===== config.mk =====
export PLATFORM = sky130hd
export DESIGN_NAME = cu_command_arbiter_flat
export DESIGN_NICKNAME = d
export VERILOG_FILES = /design/src/rtl/cu_command_arbiter_pkg.sv /design/src/rtl/cu_command_arbiter_if.sv /design/src/rtl/cu_command_fifo.sv /design/src/rtl/cu_command_arbiter.sv /design/src/flat_wrapper.sv
export SDC_FILE = /design/constraint.sdc
export NUM_CORES = 2
export LEC_CHECK = 0
export CAP_MARGIN = 20
export CORE_AREA = 4 4 701 703
export DETAILED_ROUTE_END_ITERATION = 7
export DIE_AREA = 0 0 705 707
export GPL_TIMING_DRIVEN = 0
export PLACE_DENSITY = 0.52
export SLEW_MARGIN = 20
export SYNTH_ARGS = -nofsm -noshare
export SYNTH_HDL_FRONTEND = slang
export SYNTH_HIERARCHICAL = 1
export SYNTH_SLANG_ARGS = --single-unit

===== constraint.sdc =====
create_clock -name clock -period 9.37 [get_ports clock]
set_input_delay 1.874 -clock clock [delete_from_list [all_inputs] [get_ports clock]]
set_output_delay 1.874 -clock clock [all_outputs]
set_load 0.005 [all_outputs]

===== src/rtl/cu_command_arbiter_pkg.sv =====
// Shared types and constants for the compute-unit command arbiter.
// Command/status structs are shared between the interface, the FIFOs and the top.
package cu_command_arbiter_pkg;

  typedef enum logic [1:0] {
    DISABLED = 2'd0,
    LOAD     = 2'd1,
    RUN      = 2'd2,
    DRAIN    = 2'd3
  } ArbiterState;

  localparam logic ARB_GRANT_READ  = 1'b0;
  localparam logic ARB_GRANT_WRITE = 1'b1;

  localparam int DEFAULT_FIFO_DEPTH    = 16;
  localparam int DEFAULT_ALFULL_MARGIN = 4;
  localparam int DEFAULT_CREDIT_WIDTH  = 8;

  typedef struct packed {
    logic        valid;
    logic [12:0] command;
    logic [7:0]  tag;
    logic [11:0] size;
    logic [63:0] address;
  } CommandBufferLine;

  typedef struct packed {
    logic valid;
    logic empty;
    logic full;
    logic alfull;
  } BufferStatus;

  function automatic BufferStatus make_status(input logic empty, input logic full,
                                              input logic alfull);
    BufferStatus s;
    s.valid  = ~empty;
    s.empty  = empty;
    s.full   = full;
    s.alfull = alfull;
    return s;
  endfunction

endpackage


===== src/rtl/cu_command_arbiter_if.sv =====
// Command bus between the compute-unit control stage (master) and the arbiter (slave):
// the two upstream command streams, their buffer status, and the merged PSL command.
interface cu_command_arbiter_if;
  import cu_command_arbiter_pkg::*;

  CommandBufferLine read_command_in;
  CommandBufferLine write_command_in;
  CommandBufferLine command_out;
  BufferStatus      read_buffer_status;
  BufferStatus      write_buffer_status;

  modport master (
    output read_command_in,
    output write_command_in,
    input  command_out,
    input  read_buffer_status,
    input  write_buffer_status
  );

  modport slave (
    input  read_command_in,
    input  write_command_in,
    output command_out,
    output read_buffer_status,
    output write_buffer_status
  );

endinterface


===== src/rtl/cu_command_fifo.sv =====
// Synchronous FIFO of CommandBufferLine with occupancy count and empty/full/alfull flags.
// Pushes to a full FIFO and pops from an empty FIFO are ignored; flags derive from the count.
module cu_command_fifo
  import cu_command_arbiter_pkg::*;
#(
  parameter int DEPTH         = DEFAULT_FIFO_DEPTH,
  parameter int ALFULL_MARGIN = DEFAULT_ALFULL_MARGIN
) (
  input  logic                       clock,
  input  logic                       rstn,
  input  logic                       push,
  input  logic                       pop,
  input  CommandBufferLine           wdata,
  output CommandBufferLine           rdata,
  output logic [$clog2(DEPTH):0]     count,
  output logic                       empty,
  output logic                       full,
  output logic                       alfull
);

  localparam int AW = $clog2(DEPTH);
  localparam int CW = AW + 1;

  CommandBufferLine mem [DEPTH];
  logic [AW-1:0]    wr_ptr;
  logic [AW-1:0]    rd_ptr;
  logic             do_push;
  logic             do_pop;

  assign do_push = push && !full;
  assign do_pop  = pop && !empty;

  always_ff @(posedge clock or negedge rstn) begin
    if (!rstn) begin
      wr_ptr <= '0;
      rd_ptr <= '0;
      count  <= '0;
    end else begin
      if (do_push) wr_ptr <= wr_ptr + AW'(1);
      if (do_pop)  rd_ptr <= rd_ptr + AW'(1);
      case ({do_push, do_pop})
        2'b10:   count <= count + CW'(1);
        2'b01:   count <= count - CW'(1);
        default: count <= count;
      endcase
    end
  end

  // Storage is not reset; pointers and count define what is valid.
  always_ff @(posedge clock) begin
    if (do_push) mem[wr_ptr] <= wdata;
  end

  assign rdata  = mem[rd_ptr];
  assign empty  = (count == '0);
  assign full   = (int'(count) == DEPTH);
  assign alfull = ((DEPTH - int'(count)) <= ALFULL_MARGIN);

endmodule


===== src/rtl/cu_command_arbiter.sv =====
// Credit-gated round-robin merge of the read and write command FIFOs onto the PSL command bus.
//   state    | meaning
//   DISABLED | no push, no issue
//   LOAD     | one cycle: credits and credit_max loaded from croom_in
//   RUN      | pushes accepted, commands issued
//   DRAIN    | pushes ignored, issue continues until both FIFOs are empty
module cu_command_arbiter
  import cu_command_arbiter_pkg::*;
#(
  parameter int FIFO_DEPTH    = DEFAULT_FIFO_DEPTH,
  parameter int ALFULL_MARGIN = DEFAULT_ALFULL_MARGIN,
  parameter int CREDIT_WIDTH  = DEFAULT_CREDIT_WIDTH
) (
  input  logic                    clock,
  input  logic                    rstn,
  input  logic                    enabled_in,
  input  logic [CREDIT_WIDTH-1:0] croom_in,
  input  logic                    credit_return_in,
  cu_command_arbiter_if.slave     cmd,
  output logic [CREDIT_WIDTH-1:0] credits_out,
  output logic [1:0]              error_out
);

  localparam int CW = $clog2(FIFO_DEPTH) + 1;

  ArbiterState             state;
  logic                    last_grant;
  logic [CREDIT_WIDTH-1:0] credits;
  logic [CREDIT_WIDTH-1:0] credit_max;
  CommandBufferLine        command_q;

  CommandBufferLine rd_head, wr_head;
  logic [CW-1:0]    rd_count, wr_count;
  logic             rd_empty, rd_full, rd_alfull;
  logic             wr_empty, wr_full, wr_alfull;

  logic accepting, issuing, has_credit;
  logic rd_push, wr_push, rd_eligible, wr_eligible;
  logic grant_rd, grant_wr, issue, overflow;

  assign accepting   = (state == RUN);
  assign issuing     = (state == RUN) || (state == DRAIN);
  assign has_credit  = (credits != '0);
  assign rd_push     = accepting && cmd.read_command_in.valid;
  assign wr_push     = accepting && cmd.write_command_in.valid;
  assign rd_eligible = issuing && !rd_empty && has_credit;
  assign wr_eligible = issuing && !wr_empty && has_credit;
  assign overflow    = (rd_push && rd_full) || (wr_push && wr_full);

  always_comb begin
    grant_rd = 1'b0;
    grant_wr = 1'b0;
    if (rd_eligible && wr_eligible) begin
      if (last_grant == ARB_GRANT_WRITE) grant_rd = 1'b1;
      else                               grant_wr = 1'b1;
    end else begin
      grant_rd = rd_eligible;
      grant_wr = wr_eligible;
    end
  end

  assign issue = grant_rd || grant_wr;

  cu_command_fifo #(
    .DEPTH         (FIFO_DEPTH),
    .ALFULL_MARGIN (ALFULL_MARGIN)
  ) u_read_fifo (
    .clock  (clock),
    .rstn   (rstn),
    .push   (rd_push),
    .pop    (grant_rd),
    .wdata  (cmd.read_command_in),
    .rdata  (rd_head),
    .count  (rd_count),
    .empty  (rd_empty),
    .full   (rd_full),
    .alfull (rd_alfull)
  );

  cu_command_fifo #(
    .DEPTH         (FIFO_DEPTH),
    .ALFULL_MARGIN (ALFULL_MARGIN)
  ) u_write_fifo (
    .clock  (clock),
    .rstn   (rstn),
    .push   (wr_push),
    .pop    (grant_wr),
    .wdata  (cmd.write_command_in),
    .rdata  (wr_head),
    .count  (wr_count),
    .empty  (wr_empty),
    .full   (wr_full),
    .alfull (wr_alfull)
  );

  always_ff @(posedge clock or negedge rstn) begin
    if (!rstn) begin
      state       <= DISABLED;
      last_grant  <= ARB_GRANT_WRITE;
      credits     <= '0;
      credit_max  <= '0;
      credits_out <= '0;
      error_out   <= '0;
      command_q   <= '0;
    end else begin
      // credits_out trails the internal counter by one cycle
      credits_out <= credits;

      command_q <= '0;
      if (grant_rd) begin
        command_q       <= rd_head;
        command_q.valid <= 1'b1;
        last_grant      <= ARB_GRANT_READ;
      end else if (grant_wr) begin
        command_q       <= wr_head;
        command_q.valid <= 1'b1;
        last_grant      <= ARB_GRANT_WRITE;
      end

      if (state == LOAD) begin
        credits    <= croom_in;
        credit_max <= croom_in;
      end else if (issue && !credit_return_in) begin
        credits <= credits - CREDIT_WIDTH'(1);
      end else if (!issue && credit_return_in) begin
        if (credits == credit_max) error_out[1] <= 1'b1;
        else                       credits <= credits + CREDIT_WIDTH'(1);
      end

      if (overflow) error_out[0] <= 1'b1;

      case (state)
        DISABLED: if (enabled_in) state <= LOAD;
        LOAD:     state <= RUN;
        RUN:      if (!enabled_in) state <= DRAIN;
        DRAIN: begin
          if (enabled_in)                            state <= RUN;
          else if (rd_count == '0 && wr_count == '0) state <= DISABLED;
        end
        default:  state <= DISABLED;
      endcase
    end
  end

  assign cmd.command_out         = command_q;
  assign cmd.read_buffer_status  = make_status(rd_empty, rd_full, rd_alfull);
  assign cmd.write_buffer_status = make_status(wr_empty, wr_full, wr_alfull);

endmodule


===== src/flat_wrapper.sv =====
// flat-port wrapper written by rule: the top's interface ports become plain ports
module cu_command_arbiter_flat import cu_command_arbiter_pkg::*;
#(
  parameter int FIFO_DEPTH    = DEFAULT_FIFO_DEPTH,
  parameter int ALFULL_MARGIN = DEFAULT_ALFULL_MARGIN,
  parameter int CREDIT_WIDTH  = DEFAULT_CREDIT_WIDTH
)
  (clock, rstn, enabled_in, croom_in, credit_return_in, credits_out, error_out, cmd_read_command_in, cmd_write_command_in, cmd_command_out, cmd_read_buffer_status, cmd_write_buffer_status);
  cu_command_arbiter_if cmd_i ();
  input  logic clock;
  input  logic rstn;
  input  logic enabled_in;
  input  logic [CREDIT_WIDTH-1:0] croom_in;
  input  logic credit_return_in;
  output logic [CREDIT_WIDTH-1:0] credits_out;
  output logic [1:0] error_out;
  input wire logic [$bits(cmd_i.read_command_in)-1:0] cmd_read_command_in;
  input wire logic [$bits(cmd_i.write_command_in)-1:0] cmd_write_command_in;
  output wire logic [$bits(cmd_i.command_out)-1:0] cmd_command_out;
  output wire logic [$bits(cmd_i.read_buffer_status)-1:0] cmd_read_buffer_status;
  output wire logic [$bits(cmd_i.write_buffer_status)-1:0] cmd_write_buffer_status;
  assign cmd_i.read_command_in = cmd_read_command_in;
  assign cmd_i.write_command_in = cmd_write_command_in;
  assign cmd_command_out = cmd_i.command_out;
  assign cmd_read_buffer_status = cmd_i.read_buffer_status;
  assign cmd_write_buffer_status = cmd_i.write_buffer_status;
  cu_command_arbiter #(.FIFO_DEPTH(FIFO_DEPTH), .ALFULL_MARGIN(ALFULL_MARGIN), .CREDIT_WIDTH(CREDIT_WIDTH)) u_core (.clock(clock), .rstn(rstn), .enabled_in(enabled_in), .croom_in(croom_in), .credit_return_in(credit_return_in), .cmd(cmd_i), .credits_out(credits_out), .error_out(error_out));
endmodule

==> flow_summary_export.csv <==
group,metric,value,unit
die,coreArea,485000,sq um
sta,final-hold-violation-count,0,
die,die-width,705,microns
power_and_ir_drop,power,45.2,mW
layout,drive_above_1_share,22.8,%
placed_design,dp_hpwl,247000,microns
detailed_routing,vias,62338,
worst_setup_path,endpoint,"u_core/u_write_fifo/count[4]",
worst_setup_path,worstPathArrival,6.93,ns
die,floorplan.initialDensity,25.7,%
die,die_h,707,microns
clock_tree,holdBufCountCts,0,
sta,finalCritPeriodShare,65.4,%
worst_setup_path,worst-path-max-fanout,10,
die,io_pins,324,
clock_tree,cts_resized,0,
global_routing,grt_usage,14.3,%
global_routing,grt_overflow,0,
worst_setup_path,reg2regPathDepth,16,
logic_synthesis,avgSynthCellArea,21.7,sq um
logic_synthesis,ys_warn_count,6,
global_routing,grt_pass1_wl,506000,microns
worst_setup_path,cp-start-kind,"register",
global_routing,grt_pass1_vias,63840,
worst_setup_path,crit_path_end_kind,"register",
detailed_routing,firstDrtPassIters,5,
sta,finalSetupViolCount,0,
sta,slew_headroom,25.5,%
worst_setup_path,r2r-start,"u_core/u_read_fifo/count[1]",
worst_setup_path,critPathLaunch,"u_core/u_read_fifo/count[1]",
clock_tree,cts_setup_buffers,0,
power_and_ir_drop,power.leakage,48.2,nW
logic_synthesis,syn_inst,5741,
worst_setup_path,rr_endpoint,"u_core/u_write_fifo/count[4]",
status,status,"complete, no violations",
placed_design,buffer_ports.inserted,323,
clock_tree,cts_tree,"yes",
placed_design,gp_congestion,0.777,
placed_design,postPlaceCellArea,140000,sq um
global_routing,antenna_found_initial,138,
power_and_ir_drop,ir_drop,0.000189,V
clock_tree,root_buffer,"clkbuf_16",
clock_tree,htreeDepth,5,
logic_synthesis,netlist_area,124000,sq um
worst_setup_path,regToRegSetupSlack,3.24,ns
detailed_routing,wirelength,366000,microns
worst_setup_path,required,10.17,ns
sta,rsz0062_at_grt,"no",
sta,tns,0,ns
sta,holdWs,0.374,ns
clock_tree,clk_pin_slew,0.06,ns
detailed_routing,drtIter0Drc,5583,
detailed_routing,wl_per_cell,27.5,microns
detailed_routing,drtAntennaViolNets,0,
logic_synthesis,synth_fp_nets,5970,
clock_tree,clk_latency,0.92,ns
sta,worstMarginPinSlew,1.12,ns
detailed_routing,vias_per_cell,4.68,
die,dieArea,498000,sq um
worst_setup_path,crit_type,"reg -> reg",
sta,finalMaxSlewViolations,0,
sta,fin_crit,6.13,ns
power_and_ir_drop,power_density,300,nW/um^2
layout,layout-area-overhead-vs-synth,21.1,%
hold_path,min_path_type,"reg -> reg",
layout,stdcell_area,151000,sq um
sta,fmax,0.163,GHz
sta,fin_skew,0.0520,ns
clock_tree,clockBufferDepth,4,
clock_tree,cts.sinks,3257,
clock_tree,cts_buffers,333,
detailed_routing,drc,0,
layout,num-nets-final,6804,
die,num_rows,256,
job,drv_cap,0,
global_routing,grt_max_degree,69,
layout,utilization,31.1,%
-- routing by layer --
layer | GRT usage, % | vias up | routed length [microns]
met5 | 0 | - | 394
met4 | 5.33 | 62 | 14400
met3 | 3.14 | 637 | 24400
met2 | 24.7 | 2116 | 184000
met1 | 17.4 | 33549 | 143000
li1 | - | 25974 | -
-- per-stage QoR --
stage	std cells	setup WS (ns)
floorplan	5741	2.18
global placement	12514	-5.04
detailed placement	12690	3.38
CTS	13302	3.36
global route	13317	2.82
finish	13332	3.24
-- final cells by class --
cell class	instances	area, sq um
well taps	6450	8070
repair buffers	499	6970
multi-input cells	2123	25600
diodes	30	75.1
inverters	17	63.8
clock buffers	437	9080
fillers	46435	334000
plain buffers	344	1950
clock inverters	175	1830
flip-flops and latches	3257	97000
-- layout by cell type (no fill, tap or decap), drive strengths merged, types with 104 or more instances in the layout --
master / instances
a221oi: 195
a22oi: 293
buf: 384
clkbuf: 574
clkdlybuf4s50: 322
clkinv: 124
dfrtp: 152
edfxtp: 3104
mux2i: 389
mux4: 582
nand2: 232
o21ai: 104
-- worst max-delay path, cell delays in order, from the launching register on --
cell and delay, ns:
dfrtp_1 0.37, clkbuf_1 0.18, nor4_1 0.66, ha_1 0.56
inv_1 0.22, a211oi_4 0.78, clkbuf_1 0.71, nor2b_1 0.21
clkbuf_1 0.80, ha_1 0.29, clkbuf_1 0.28, xor2_1 0.19
ha_1 0.22, a21oi_1 0.08, nor4_1 0.23, a21oi_1 0.10
xnor2_1 0.13
-- state kept, by name, indices dropped and copies added (netlist names), 4 cells and up --
name / cells
u_core/u_read_fifo/mem: 1552
u_core/u_write_fifo/mem: 1552
u_core/cmd.command_out: 98
u_core/credit_max: 8
u_core/credits: 8
u_core/credits_out: 8
u_core/u_read_fifo/count: 5
u_core/u_write_fifo/count: 5
u_core/u_read_fifo/rd_ptr: 4
u_core/u_read_fifo/wr_ptr: 4
u_core/u_write_fifo/rd_ptr: 4
u_core/u_write_fifo/wr_ptr: 4
-- how the worst min path moves through the flow --
stage / start / endpoint / slack, ns / cells past startpoint
after floorplan: u_core/credits[1] / u_core/credits_out[1] / 0.35 / 0
after global placement: u_core/credits[1] / u_core/credits_out[1] / 0.36 / 0
after detailed placement: u_core/credits[1] / u_core/credits_out[1] / 0.36 / 0
after CTS: u_core/credits[1] / u_core/credits_out[1] / 0.38 / 0
after global routing: u_core/credits[3] / u_core/credits_out[3] / 0.39 / 0
final: u_core/credits[1] / u_core/credits_out[1] / 0.37 / 0
-- where the power goes --
| group | total [mW] | switching [mW] | internal (mW) |
|---|---|---|---|
| clock network | 13.3 | 5.53 | 7.73 |
| registers | 17.3 | 0.458 | 16.9 |
| logic | 14.6 | 8.99 | 5.62 |
| total | 45.2 | 15.0 | 30.2 |
Note: power is estimated with default switching activity, not from simulation.
